<file path="config.mk">
export PLATFORM = sky130hd
export DESIGN_NAME = vx_alu_pe_sequencer
export DESIGN_NICKNAME = d
export VERILOG_FILES = /design/src/rtl/vx_alu_pe_sequencer.sv
export SDC_FILE = /design/constraint.sdc
export NUM_CORES = 1
export LEC_CHECK = 0
export ABC_CLOCK_PERIOD_IN_PS = 3400
export CAP_MARGIN = 15
export CELL_PAD_IN_SITES_DETAIL_PLACEMENT = 1
export CELL_PAD_IN_SITES_GLOBAL_PLACEMENT = 2
export CORE_MARGIN = 5
export CORE_UTILIZATION = 17
export DETAILED_ROUTE_END_ITERATION = 16
export GPL_ROUTABILITY_DRIVEN = 0
export PLACE_DENSITY = 0.86
export SLEW_MARGIN = 30
export SYNTH_ARGS = -nofsm -noshare
export SYNTH_HDL_FRONTEND = slang
export SYNTH_SLANG_ARGS = --single-unit
export TNS_END_PERCENT = 20
</file>
<file path="constraint.sdc">
create_clock -name clk -period 3.4 [get_ports clk]
set_input_delay 1.02 -clock clk [delete_from_list [all_inputs] [get_ports clk]]
set_output_delay 1.02 -clock clk [all_outputs]
set_load 0.02 [all_outputs]
</file>
<file path="src/rtl/vx_alu_pe_sequencer.sv">
// vx_alu_pe_sequencer: steers execute requests to PE_COUNT processing elements and returns
// their results strictly in issue order. Optional perf counters enabled by VX_PE_SEQ_PERF_EN.
module vx_alu_pe_sequencer #(
    parameter int PE_COUNT = 3,
    parameter int DATA_W   = 64,
    parameter int RES_W    = 64,
    parameter int DEPTH    = 4,
    localparam int SEL_W   = (PE_COUNT > 1) ? $clog2(PE_COUNT) : 1
) (
    input  logic                      clk,
    input  logic                      reset,
    input  logic                      req_valid,
    output logic                      req_ready,
    input  logic [SEL_W-1:0]          req_pe_sel,
    input  logic [DATA_W-1:0]         req_data,
    output logic [PE_COUNT-1:0]       pe_req_valid,
    input  logic [PE_COUNT-1:0]       pe_req_ready,
    output logic [DATA_W-1:0]         pe_req_data,
    input  logic [PE_COUNT-1:0]       pe_rsp_valid,
    output logic [PE_COUNT-1:0]       pe_rsp_ready,
    input  logic [PE_COUNT*RES_W-1:0] pe_rsp_data,
    output logic                      rsp_valid,
    input  logic                      rsp_ready,
    output logic [RES_W-1:0]          rsp_data,
    output logic [SEL_W-1:0]          rsp_pe_sel,
`ifdef VX_PE_SEQ_PERF_EN
    output logic [31:0]               perf_issue_cnt,
    output logic [31:0]               perf_stall_cnt,
`endif
    output logic                      busy
);

    localparam int PTR_W = $clog2(DEPTH);
    localparam int CNT_W = PTR_W + 1;

    logic [SEL_W-1:0] r_fifo [DEPTH];
    logic [PTR_W-1:0] r_wptr;
    logic [PTR_W-1:0] r_rptr;
    logic [CNT_W-1:0] r_count;
    logic             r_rsp_valid;
    logic [RES_W-1:0] r_rsp_data;
    logic [SEL_W-1:0] r_rsp_pe_sel;

    logic [SEL_W-1:0] w_esel;
    logic [SEL_W-1:0] w_head;
    logic             w_full;
    logic             w_empty;
    logic             w_sel_ready;
    logic             w_push;
    logic             w_can_load;
    logic             w_head_valid;
    logic             w_pop;
    logic [RES_W-1:0] w_head_data;

    // Out-of-range selects fall back to PE0 so a bad index can never wedge the block.
    assign w_esel  = ({1'b0, req_pe_sel} < (SEL_W+1)'(PE_COUNT)) ? req_pe_sel : '0;
    assign w_full  = (r_count == CNT_W'(DEPTH));
    assign w_empty = (r_count == '0);
    assign w_head  = r_fifo[r_rptr];

    always_comb begin
        w_sel_ready  = 1'b0;
        pe_req_valid = '0;
        for (int i = 0; i < PE_COUNT; i++) begin
            if (SEL_W'(i) == w_esel) begin
                w_sel_ready     = pe_req_ready[i];
                pe_req_valid[i] = req_valid & ~w_full;
            end
        end
    end

    assign req_ready   = w_sel_ready & ~w_full;
    assign pe_req_data = req_data;
    assign w_push      = req_valid & req_ready;

    // Only the oldest outstanding PE may hand over a result, and only if the output slot frees.
    assign w_can_load = ~w_empty & (~r_rsp_valid | rsp_ready);

    always_comb begin
        w_head_valid = 1'b0;
        w_head_data  = '0;
        pe_rsp_ready = '0;
        for (int i = 0; i < PE_COUNT; i++) begin
            if (SEL_W'(i) == w_head) begin
                w_head_valid    = pe_rsp_valid[i];
                w_head_data     = pe_rsp_data[i*RES_W +: RES_W];
                pe_rsp_ready[i] = w_can_load;
            end
        end
    end

    assign w_pop = w_can_load & w_head_valid;

    always_ff @(posedge clk) begin
        if (w_push) begin
            r_fifo[r_wptr] <= w_esel;
        end
    end

    always_ff @(posedge clk) begin
        if (reset) begin
            r_wptr  <= '0;
            r_rptr  <= '0;
            r_count <= '0;
        end else begin
            if (w_push) begin
                r_wptr <= r_wptr + PTR_W'(1);
            end
            if (w_pop) begin
                r_rptr <= r_rptr + PTR_W'(1);
            end
            if (w_push && !w_pop) begin
                r_count <= r_count + CNT_W'(1);
            end else if (!w_push && w_pop) begin
                r_count <= r_count - CNT_W'(1);
            end
        end
    end

    always_ff @(posedge clk) begin
        if (reset) begin
            r_rsp_valid  <= 1'b0;
            r_rsp_data   <= '0;
            r_rsp_pe_sel <= '0;
        end else if (w_pop) begin
            r_rsp_valid  <= 1'b1;
            r_rsp_data   <= w_head_data;
            r_rsp_pe_sel <= w_head;
        end else if (r_rsp_valid && rsp_ready) begin
            r_rsp_valid  <= 1'b0;
        end
    end

    assign rsp_valid  = r_rsp_valid;
    assign rsp_data   = r_rsp_data;
    assign rsp_pe_sel = r_rsp_pe_sel;
    assign busy       = ~w_empty | r_rsp_valid;

`ifdef VX_PE_SEQ_PERF_EN
    logic [31:0] r_perf_issue_cnt;
    logic [31:0] r_perf_stall_cnt;

    always_ff @(posedge clk) begin
        if (reset) begin
            r_perf_issue_cnt <= '0;
            r_perf_stall_cnt <= '0;
        end else begin
            if (w_push) begin
                r_perf_issue_cnt <= r_perf_issue_cnt + 32'd1;
            end
            if (req_valid && !req_ready) begin
                r_perf_stall_cnt <= r_perf_stall_cnt + 32'd1;
            end
        end
    end

    assign perf_issue_cnt = r_perf_issue_cnt;
    assign perf_stall_cnt = r_perf_stall_cnt;
`endif

endmodule
</file>
==> results.json, run 1 <==
{
  "floorplan.rows": 64,
  "synth_top_area_frac": 0.288,
  "hold_path_class": "reg2reg",
  "r2r-end": "r_count[2]",
  "tightest_slew_ns": 0.813,
  "io_pins": 407,
  "clockBufferDepth": 2,
  "die_h_um": 186,
  "dieWidth_um": 186,
  "grt.met3_usage": 0.0358,
  "fin_ws_ns": 0.102,
  "clock_latency_ns": 0.35,
  "reg2regPathDepth": 10,
  "grt_overflow": 0,
  "cp-end-kind": "primary output",
  "ys.warnings.count": 0,
  "fin_util": 0.273,
  "start_util": 0.173,
  "track_usage": 0.108,
  "design.core.area_mm2": 0.0306,
  "fin_hold_ws_ns": 0.470,
  "post-cts-setup-buffers": 0,
  "syn_inst": 583,
  "yosys.cell_count.top_type": "nor2_1",
  "cp-startpoint": "req_valid",
  "wl_per_cell_um": 16.5,
  "cp-endpoint": "pe_req_valid[0]",
  "synth_area_per_cell_um2": 9.05,
  "n_fill_cell": 3545,
  "grt_pass1_vias": 5393,
  "dieArea_mm2": 0.0347,
  "dr.pass1.iters": 4,
  "cp.required_ns": 2.38,
  "outcome": "complete, no violations",
  "syn_area_mm2": 0.00528,
  "drt_iter0_markers": 122,
  "dpl.hpwl_mm": 15.1,
  "drv_cap": 0,
  "synth_largest_area_cell": "dfxtp_1",
  "clockRootBuffer": "clkbuf_16",
  "synth_edf_count": 8,
  "wl_mm": 19.6,
  "gr-usage-met2": 0.198,
  "grt_first_pass_wirelength_mm": 29.6,
  "clk_pin_slew_worst_paths_ns": 0.08,
  "period_needed_ns": 3.30,
  "diodes": 0,
  "cts_hold_buf": 0,
  "syn_nets": 859,
  "met1_usage": 0.118,
  "antenna_left": 0,
  "cts.sinks": 84,
  "cellPowerDensity_mw_per_mm2": 728,
  "via_per_inst": 4.13,
  "synth_top_cells_by_count": "nor2_1, dfxtp_1, mux2i_1",
  "r2r_slack_ns": 0.36,
  "io_buffers": 278,
  "worst_clock_skew_ns": 0.0119,
  "drc_errors": 0,
  "synth_seq_area_share": 0.334,
  "nets": 1060,
  "grt_busiest_layer": "met2",
  "syn2layout_area_growth_pct": 58.0,
  "irDropWorstVdd_v": 0.000407,
  "antenna_found_initial": 1,
  "hold_violations": 0,
  "num_vias": 4893,
  "rsz0062_at_grt": "no",
  "setup_viol": 0,
  "critical_path_class": "in2out",
  "drive_above_1_share": 0.155,
  "fin_crit_sh": 0.970,
  "p_leak_nw": 3.03,
  "cts_made_buffers": 9,
  "max_freq_ghz": 0.303,
  "async_flop_share": 0,
  "fin_area_mm2": 0.00834,
  "pre_cts_slack_ns": -0.734,
  "htreeDepth": 3,
  "ys.flop_type": "dfxtp_1",
  "critPathMaxFanout": 4,
  "placed_cell_area_mm2": 0.00804,
  "synthTopCellsByArea": "dfxtp_1, mux2i_1, nor2_1",
  "start_kind": "input pin",
  "grt_start_max_net_pins": 68,
  "ys_seq_elements": 84,
  "synth.distinct_cells": 36,
  "cts_tree": "built",
  "setup_tns_ns": 0,
  "maxSlewHeadroom": 0.458,
  "cp.arrival_ns": 2.28,
  "drv_slew": 0
}
==> metrics by stage <==
step	instances	power (mW)
4_1_cts	1185	6.25
5_1_grt	1185	6.56
3_3_place_gp	1169	5.15
3_5_place_dp	1169	5.23
6_report	1185	6.07
2_1_floorplan	583	3.85
==> cell families after synthesis <==
group,after synthesis,synth area share
compound gates,75,0.134
flops,84,0.334
mux,70,0.138
xor+xnor,4,0.00664
buf+inv,116,0.142
fa+ha+maj,8,0.0204
simple gates,226,0.224
==> final cells by class <==
type                            instances  area [um2]  area share
Sequential cell                        84        1760       0.211
Tap cell                              396         495      0.0594
Timing Repair Buffer                  299        2960       0.354
Clock buffer                            9         225      0.0270
Inverter                                7        27.5     0.00330
Multi-Input combinational cell        383        2810       0.337
Clock inverter                          7        67.6     0.00810
==> report_power, final <==
| part | total [mW] | switching, mW | internal [mW] |
|---|---|---|---|
| Combinational | 3.54 | 1.97 | 1.57 |
| Clock | 0.986 | 0.469 | 0.517 |
| Sequential | 1.54 | 0.187 | 1.36 |
| Total | 6.07 | 2.63 | 3.44 |
==> critical path, stage by stage <==
cell	delay (ns)
clkdlybuf4s50_1	0.46
a21boi_0	0.18
buf_4	0.16
and2_1	0.13
dlygate4sd2_1	0.33
==> metal layers <==
metal  part of all wire  wire length (um)
met5            0.00066                13
met4              0.020               393
met3              0.084              1650
met2               0.52             10200
met1               0.37              7330
==> sequential cells by signal, indices dropped and copies added (netlist names), named ones only <==
signal	cells
r_wptr	2
rsp_data	64
r_fifo	8
rsp_valid	1
rsp_pe_sel	2
r_rptr	2
r_count	3
==> how the worst min path moves through the flow <==
stage / from / to / slack (ns) / cells past startpoint
CTS: rsp_pe_sel[1] / rsp_pe_sel[1] / 0.47 / 2
finish: rsp_pe_sel[1] / rsp_pe_sel[1] / 0.47 / 2
floorplan: r_rptr[1] / register / 0.46 / 2
global route: rsp_pe_sel[1] / rsp_pe_sel[1] / 0.50 / 2
detailed placement: rsp_pe_sel[1] / rsp_pe_sel[1] / 0.46 / 2
global placement: rsp_pe_sel[1] / rsp_pe_sel[1] / 0.45 / 2
==> what timing repair did <==
item | 4_1_cts | 5_1_grt
endpoints found under the setup margin | 7 | 2
gates resized for setup | 18 | 6
pin swaps | 3 | 1
==> cell usage in the layout (no fill, tap or decap), types with 2 or more instances in the layout <==
master	n
xor2_1	2
inv_8	3
edfxtp_1	8
clkbuf_16	9
a211oi_2	30
nor3_2	40
nor2_1	138
nor2b_1	2
mux2i_1	67
or3_1	2
buf_12	3
o21ai_0	2
nor3_1	27
buf_4	19
a21oi_1	4
clkdlybuf4s50_1	268
nand2b_1	2
ha_4	2
xnor2_1	2
ha_1	5
dfxtp_1	76
a211oi_1	35
and2_1	10
clkinv_4	2
inv_1	5
dlygate4sd2_1	5
clkbuf_2	3
(Power assumes the default switching activity.)
==> run 2, diff against run 1 <==
CTS_CLUSTER_DIAMETER = 200   (was unset)
SLEW_MARGIN = unset   (was 30)
TNS_END_PERCENT = 5   (was 20)
==> run 2 against run 1 <==
Compared with the run above:
- global-route usage unchanged
- highest routed layer unchanged
- first-iteration DRC count unchanged
- sequential power about the same
- critical path type unchanged
- routed wire length about the same
- flip-flop and latch count unchanged
==> results.json, run 2 (synthesis results as in run 1) <==
{
  "outcome": "complete, no violations",
  "placed_cell_area_mm2": 0.00804,
  "grt_overflow": 0,
  "grt_pass1_vias": 5393,
  "via_per_inst": 4.13,
  "r2r_slack_ns": 0.37,
  "start_kind": "input pin",
  "dpl.hpwl_mm": 15.1,
  "cp-end-kind": "primary output",
  "hp-start": "rsp_pe_sel[1]",
  "dr.pass1.iters": 4,
  "largest_reg_flops": 64,
  "fin_crit_sh": 0.970,
  "wl_mm": 19.6,
  "design.core.area_mm2": 0.0306,
  "irDropWorstVdd_v": 0.000407,
  "period_needed_ns": 3.30,
  "floorplan.rows": 64,
  "worstHoldPathCells": 2,
  "r2r-end": "r_count[2]",
  "maxSlewHeadroom": 0.344,
  "drv_slew": 0,
  "final_common_cell": "clkdlybuf4s50_1",
  "pre_cts_slack_ns": -0.734,
  "clk_pin_slew_worst_paths_ns": 0.08,
  "dieWidth_um": 186,
  "total_power_mw": 6.07,
  "die_h_um": 186,
  "cp-startpoint": "req_valid",
  "diodes": 0,
  "nets": 1060,
  "p_leak_nw": 3.03,
  "fin_area_mm2": 0.00834,
  "fin_ws_ns": 0.102,
  "min_to": "rsp_pe_sel[1]",
  "track_usage": 0.108,
  "cp.required_ns": 2.38,
  "cts_made_buffers": 9,
  "syn2layout_area_growth_pct": 57.9,
  "drt_iter0_markers": 122,
  "cellPowerDensity_mw_per_mm2": 728,
  "stdcell_count": 1185,
  "cts_tree": "built",
  "num_vias": 4892,
  "critical_path_class": "in2out",
  "reg2regPathDepth": 10,
  "setup_tns_ns": 0,
  "antenna_found_initial": 1,
  "htreeDepth": 3,
  "wl_per_cell_um": 16.5,
  "start_util": 0.173,
  "hold_violations": 0,
  "layout_common_cells": "clkdlybuf4s50_1, nor2_1, dfxtp_1",
  "clockRootBuffer": "clkbuf_16",
  "rsz0062_at_grt": "no",
  "dp.cells": 1169,
  "fin_util": 0.273,
  "cts_hold_buf": 0,
  "worst_clock_skew_ns": 0.0120,
  "post-cts-setup-buffers": 0,
  "setup_viol": 0,
  "cts.sinks": 84,
  "grt_first_pass_wirelength_mm": 29.6,
  "io_pins": 407,
  "clockBufferDepth": 2,
  "tightest_slew_ns": 0.984,
  "max_freq_ghz": 0.303,
  "fin_hold_ws_ns": 0.470,
  "antenna_left": 0,
  "clock_latency_ns": 0.35,
  "drc_errors": 0,
  "cp.arrival_ns": 2.28,
  "dieArea_mm2": 0.0347,
  "hold_path_class": "reg2reg",
  "drive_above_1_share": 0.155,
  "critPathMaxFanout": 4,
  "grt_start_max_net_pins": 68,
  "drv_cap": 0,
  "io_buffers": 278
}
run 2: power breakdown:
part	total (mW)	switching [mW]	internal, mW
Sequential	1.54	0.187	1.36
Combinational	3.54	1.97	1.57
Clock	0.986	0.469	0.517
run 2: layout make-up:
class,instances,area (um2)
Multi-Input combinational cell,383,2810
Fill cell,3546,22300
Clock inverter,7,67.6
Inverter,7,27.5
Sequential cell,84,1760
Timing Repair Buffer,299,2950
Tap cell,396,495
Clock buffer,9,225
run 2: what timing repair did:
action / CTS / global route
pin swaps: 3 / 1
setup endpoints to repair: 7 / 2
resized for setup: 18 / 6
run 2: worst max path at each step:
stage	end	cells after the start	slack, ns
after global routing	pe_rsp_ready[1]	5	0.04
after global placement	req_ready	8	-0.71
after detailed placement	req_ready	8	-0.73
final	pe_req_valid[0]	5	0.10
after floorplan	r_count[2]	12	0.27
after CTS	req_ready	8	0.004
run 2: critical path: stages:
cell and delay, ns:
clkdlybuf4s50_1 0.46, a21boi_0 0.18, buf_4 0.16, and2_1 0.13, dlygate4sd2_1 0.33
run 2: routing by layer:
layer | track usage | wire, um | vias up
met5 | 0 | 13 | -
met4 | 0.0350 | 393 | 2
met3 | 0.0358 | 1650 | 31
met2 | 0.198 | 10200 | 178
met1 | 0.118 | 7330 | 2327
li1 | - | - | 2354
==> run 3, diff against run 2 <==
ABC_AREA = 1   (was unset)
CORE_UTILIZATION = 15   (was 17)
PLACE_DENSITY = 0.87   (was 0.86)
==> run 3 against run 2 <==
Compared with the run above:
- critical path depth up 2
- final area rose by 1.5%
- worst setup slack lost 0.044 ns
- combinational power grew 26%
- worst hold slack gained 0.036 ns
- sequential power is 7% higher
- core utilization decreased by 3.2 points
- count of clock-buffer cells in the layout unchanged
- synthesized area increased by 0.62%
- largest power group unchanged
==> results.json, run 3 <==
{
  "floorplan.rows": 69,
  "final_common_cell": "nand2_1",
  "synth_largest_area_cell": "dfxtp_1",
  "reg2regPathDepth": 15,
  "cts_made_buffers": 9,
  "synth_top_cells_by_count": "nand2_1, nor2_1, inv_1",
  "tightest_slew_ns": 0.630,
  "irDropWorstVdd_v": 0.000537,
  "wl_per_cell_um": 13.9,
  "intPower_mw": 3.78,
  "num_vias": 5918,
  "io_buffers": 278,
  "cp-end-kind": "primary output",
  "maxSlewHeadroom": 0.579,
  "io_pins": 407,
  "clk_pin_slew_worst_paths_ns": 0.07,
  "wl_mm": 21.6,
  "syn_inst": 886,
  "async_flop_share": 0,
  "clockRootBuffer": "clkbuf_16",
  "syn_nets": 1162,
  "setup_viol": 0,
  "synth_seq_area_share": 0.332,
  "dieWidth_um": 198,
  "critical_path.max_stage_delay_ns": 0.47,
  "rsz0062_at_grt": "yes",
  "grt_pass1_vias": 6236,
  "yosys.cell_count.top_type": "nand2_1",
  "worst_clock_skew_ns": 0.0148,
  "cp-startpoint": "rsp_ready",
  "drt_iter0_markers": 138,
  "antenna_left": 0,
  "syn2layout_area_growth_pct": 59.3,
  "total_power_mw": 7.18,
  "critPathMaxFanout": 3,
  "start_kind": "input pin",
  "netSwitchingFraction": 0.474,
  "antenna_found_initial": 3,
  "cts_tree": "built",
  "seqPwrFrac": 0.231,
  "die_h_um": 198,
  "synth_edf_count": 8,
  "p_leak_nw": 3.89,
  "dpl.hpwl_mm": 16.8,
  "power_frac_clock": 0.149,
  "nets": 1364,
  "clockBufferDepth": 2,
  "track_usage": 0.104,
  "ys.warnings.count": 0,
  "hold_path_class": "reg2reg",
  "synthTopCellsByArea": "dfxtp_1, nand2_1, nor2_1",
  "dieArea_mm2": 0.0393,
  "start_util": 0.151,
  "path_common_cell": "nor2_1",
  "post-cts-setup-buffers": 0,
  "layout_common_cells": "nand2_1, clkdlybuf4s50_1, nor2_1",
  "grt_start_max_net_pins": 129,
  "cts.sinks": 84,
  "grt_overflow": 0,
  "htreeDepth": 3,
  "worstHoldPathCells": 2,
  "design.core.area_mm2": 0.0352,
  "synth.distinct_cells": 20,
  "synth_top_area_frac": 0.286,
  "fin_crit_sh": 0.983,
  "syn_area_mm2": 0.00531,
  "cellPowerDensity_mw_per_mm2": 848,
  "crit_chain": "clkdlybuf4s50_1 > nor2_1 > a21oi_1 > buf_4 > inv_1 > nor2_1 > clkdlybuf4s15_1",
  "hp-start": "rsp_pe_sel[0]",
  "dr.pass1.iters": 4,
  "outcome": "complete, no violations",
  "period_needed_ns": 3.34,
  "via_per_inst": 3.81,
  "slowest_stage": "clkdlybuf4s50_1",
  "drv_slew": 0,
  "cp.arrival_ns": 2.32,
  "ys.flop_type": "dfxtp_1",
  "hold_violations": 0,
  "comb_power_share": 0.621,
  "grt_first_pass_wirelength_mm": 32.3,
  "largest_reg_flops": 64,
  "synth_area_per_cell_um2": 5.99,
  "critical_path_class": "in2out",
  "max_freq_ghz": 0.299,
  "cp.required_ns": 2.38,
  "drive_above_1_share": 0.0412,
  "power_switching_mw": 3.40,
  "ys_seq_elements": 84,
  "clock_latency_ns": 0.35,
  "drc_errors": 0,
  "drv_cap": 0,
  "cts_hold_buf": 0,
  "fin_util": 0.240
}
## run 3: critical path: cells and delay by family
kind            cells  cell delay (ns)
simple gates        2             0.17
compound gates      1             0.13
buf+inv             4             1.00
## run 3: worst paths after layout
kind                          end  slack [ns]
setup / recovery  pe_rsp_ready[0]        0.06
hold / removal      rsp_pe_sel[0]        0.51
setup reg to reg       r_count[2]        0.95
hold reg to reg     rsp_pe_sel[0]        0.51
## run 3: cells by family after synthesis
group                    count (synthesis)  synth area share
XOR/XNOR                                 1           0.00165
flip-flops                              84             0.332
adder cells (fa/ha/maj)                  8            0.0203
AO/OA/AOI/OAI                           18            0.0170
AND/OR/NAND/NOR                        581             0.432
buffers and inverters                  194             0.197
## run 3: area by class of cell
cell class / instances / area (um2)
well taps: 461 / 577
multi-input cells: 608 / 2510
inverters: 91 / 342
clock buffers: 9 / 225
clock inverters: 7 / 81.3
fillers: 4385 / 26800
flip-flops and latches: 84 / 1760
repair buffers: 294 / 2960
diodes: 1 / 2.50
## run 3: metrics by stage
step                      setup slack, ns  hold WS, ns  instance area [um2]  setup TNS (ns)  cells
final                              0.0577        0.506                 8460               0   1555
after detailed placement           -0.463        0.491                 8160           -2.37   1538
after floorplan                     0.159        0.475                 5310               0    886
after global placement             -0.434        0.475                 8160           -2.01   1538
after CTS                         -0.0182        0.519                 8460         -0.0182   1554
after global routing              -0.0740        0.544                 8460          -0.135   1555
## run 3: repair_timing
item / in CTS / in global routing
pin swaps: 0 / 1
endpoints found under the hold margin: 0 / 0
gates resized for setup: 16 / 8
setup endpoints to repair: 7 / 8
## run 3: per-layer routing
metal,global-route usage,vias to the layer above,share of wire,wire length (um)
met2,0.188,208,0.50,10800
li1,-,2997,-,-
met1,0.107,2666,0.38,8240
met3,0.0432,43,0.092,1980
met4,0.0416,4,0.025,539
met5,0,-,0.0013,27
## run 3: power groups by stage
stage	Combinational (mW)	Sequential (mW)	Clock, mW
detailed placement	4.60	1.69	0
global route	5.04	1.72	1.17
CTS	4.62	1.67	1.14
global placement	4.52	1.66	0
floorplan	2.36	2.13	0
finish	4.46	1.65	1.07
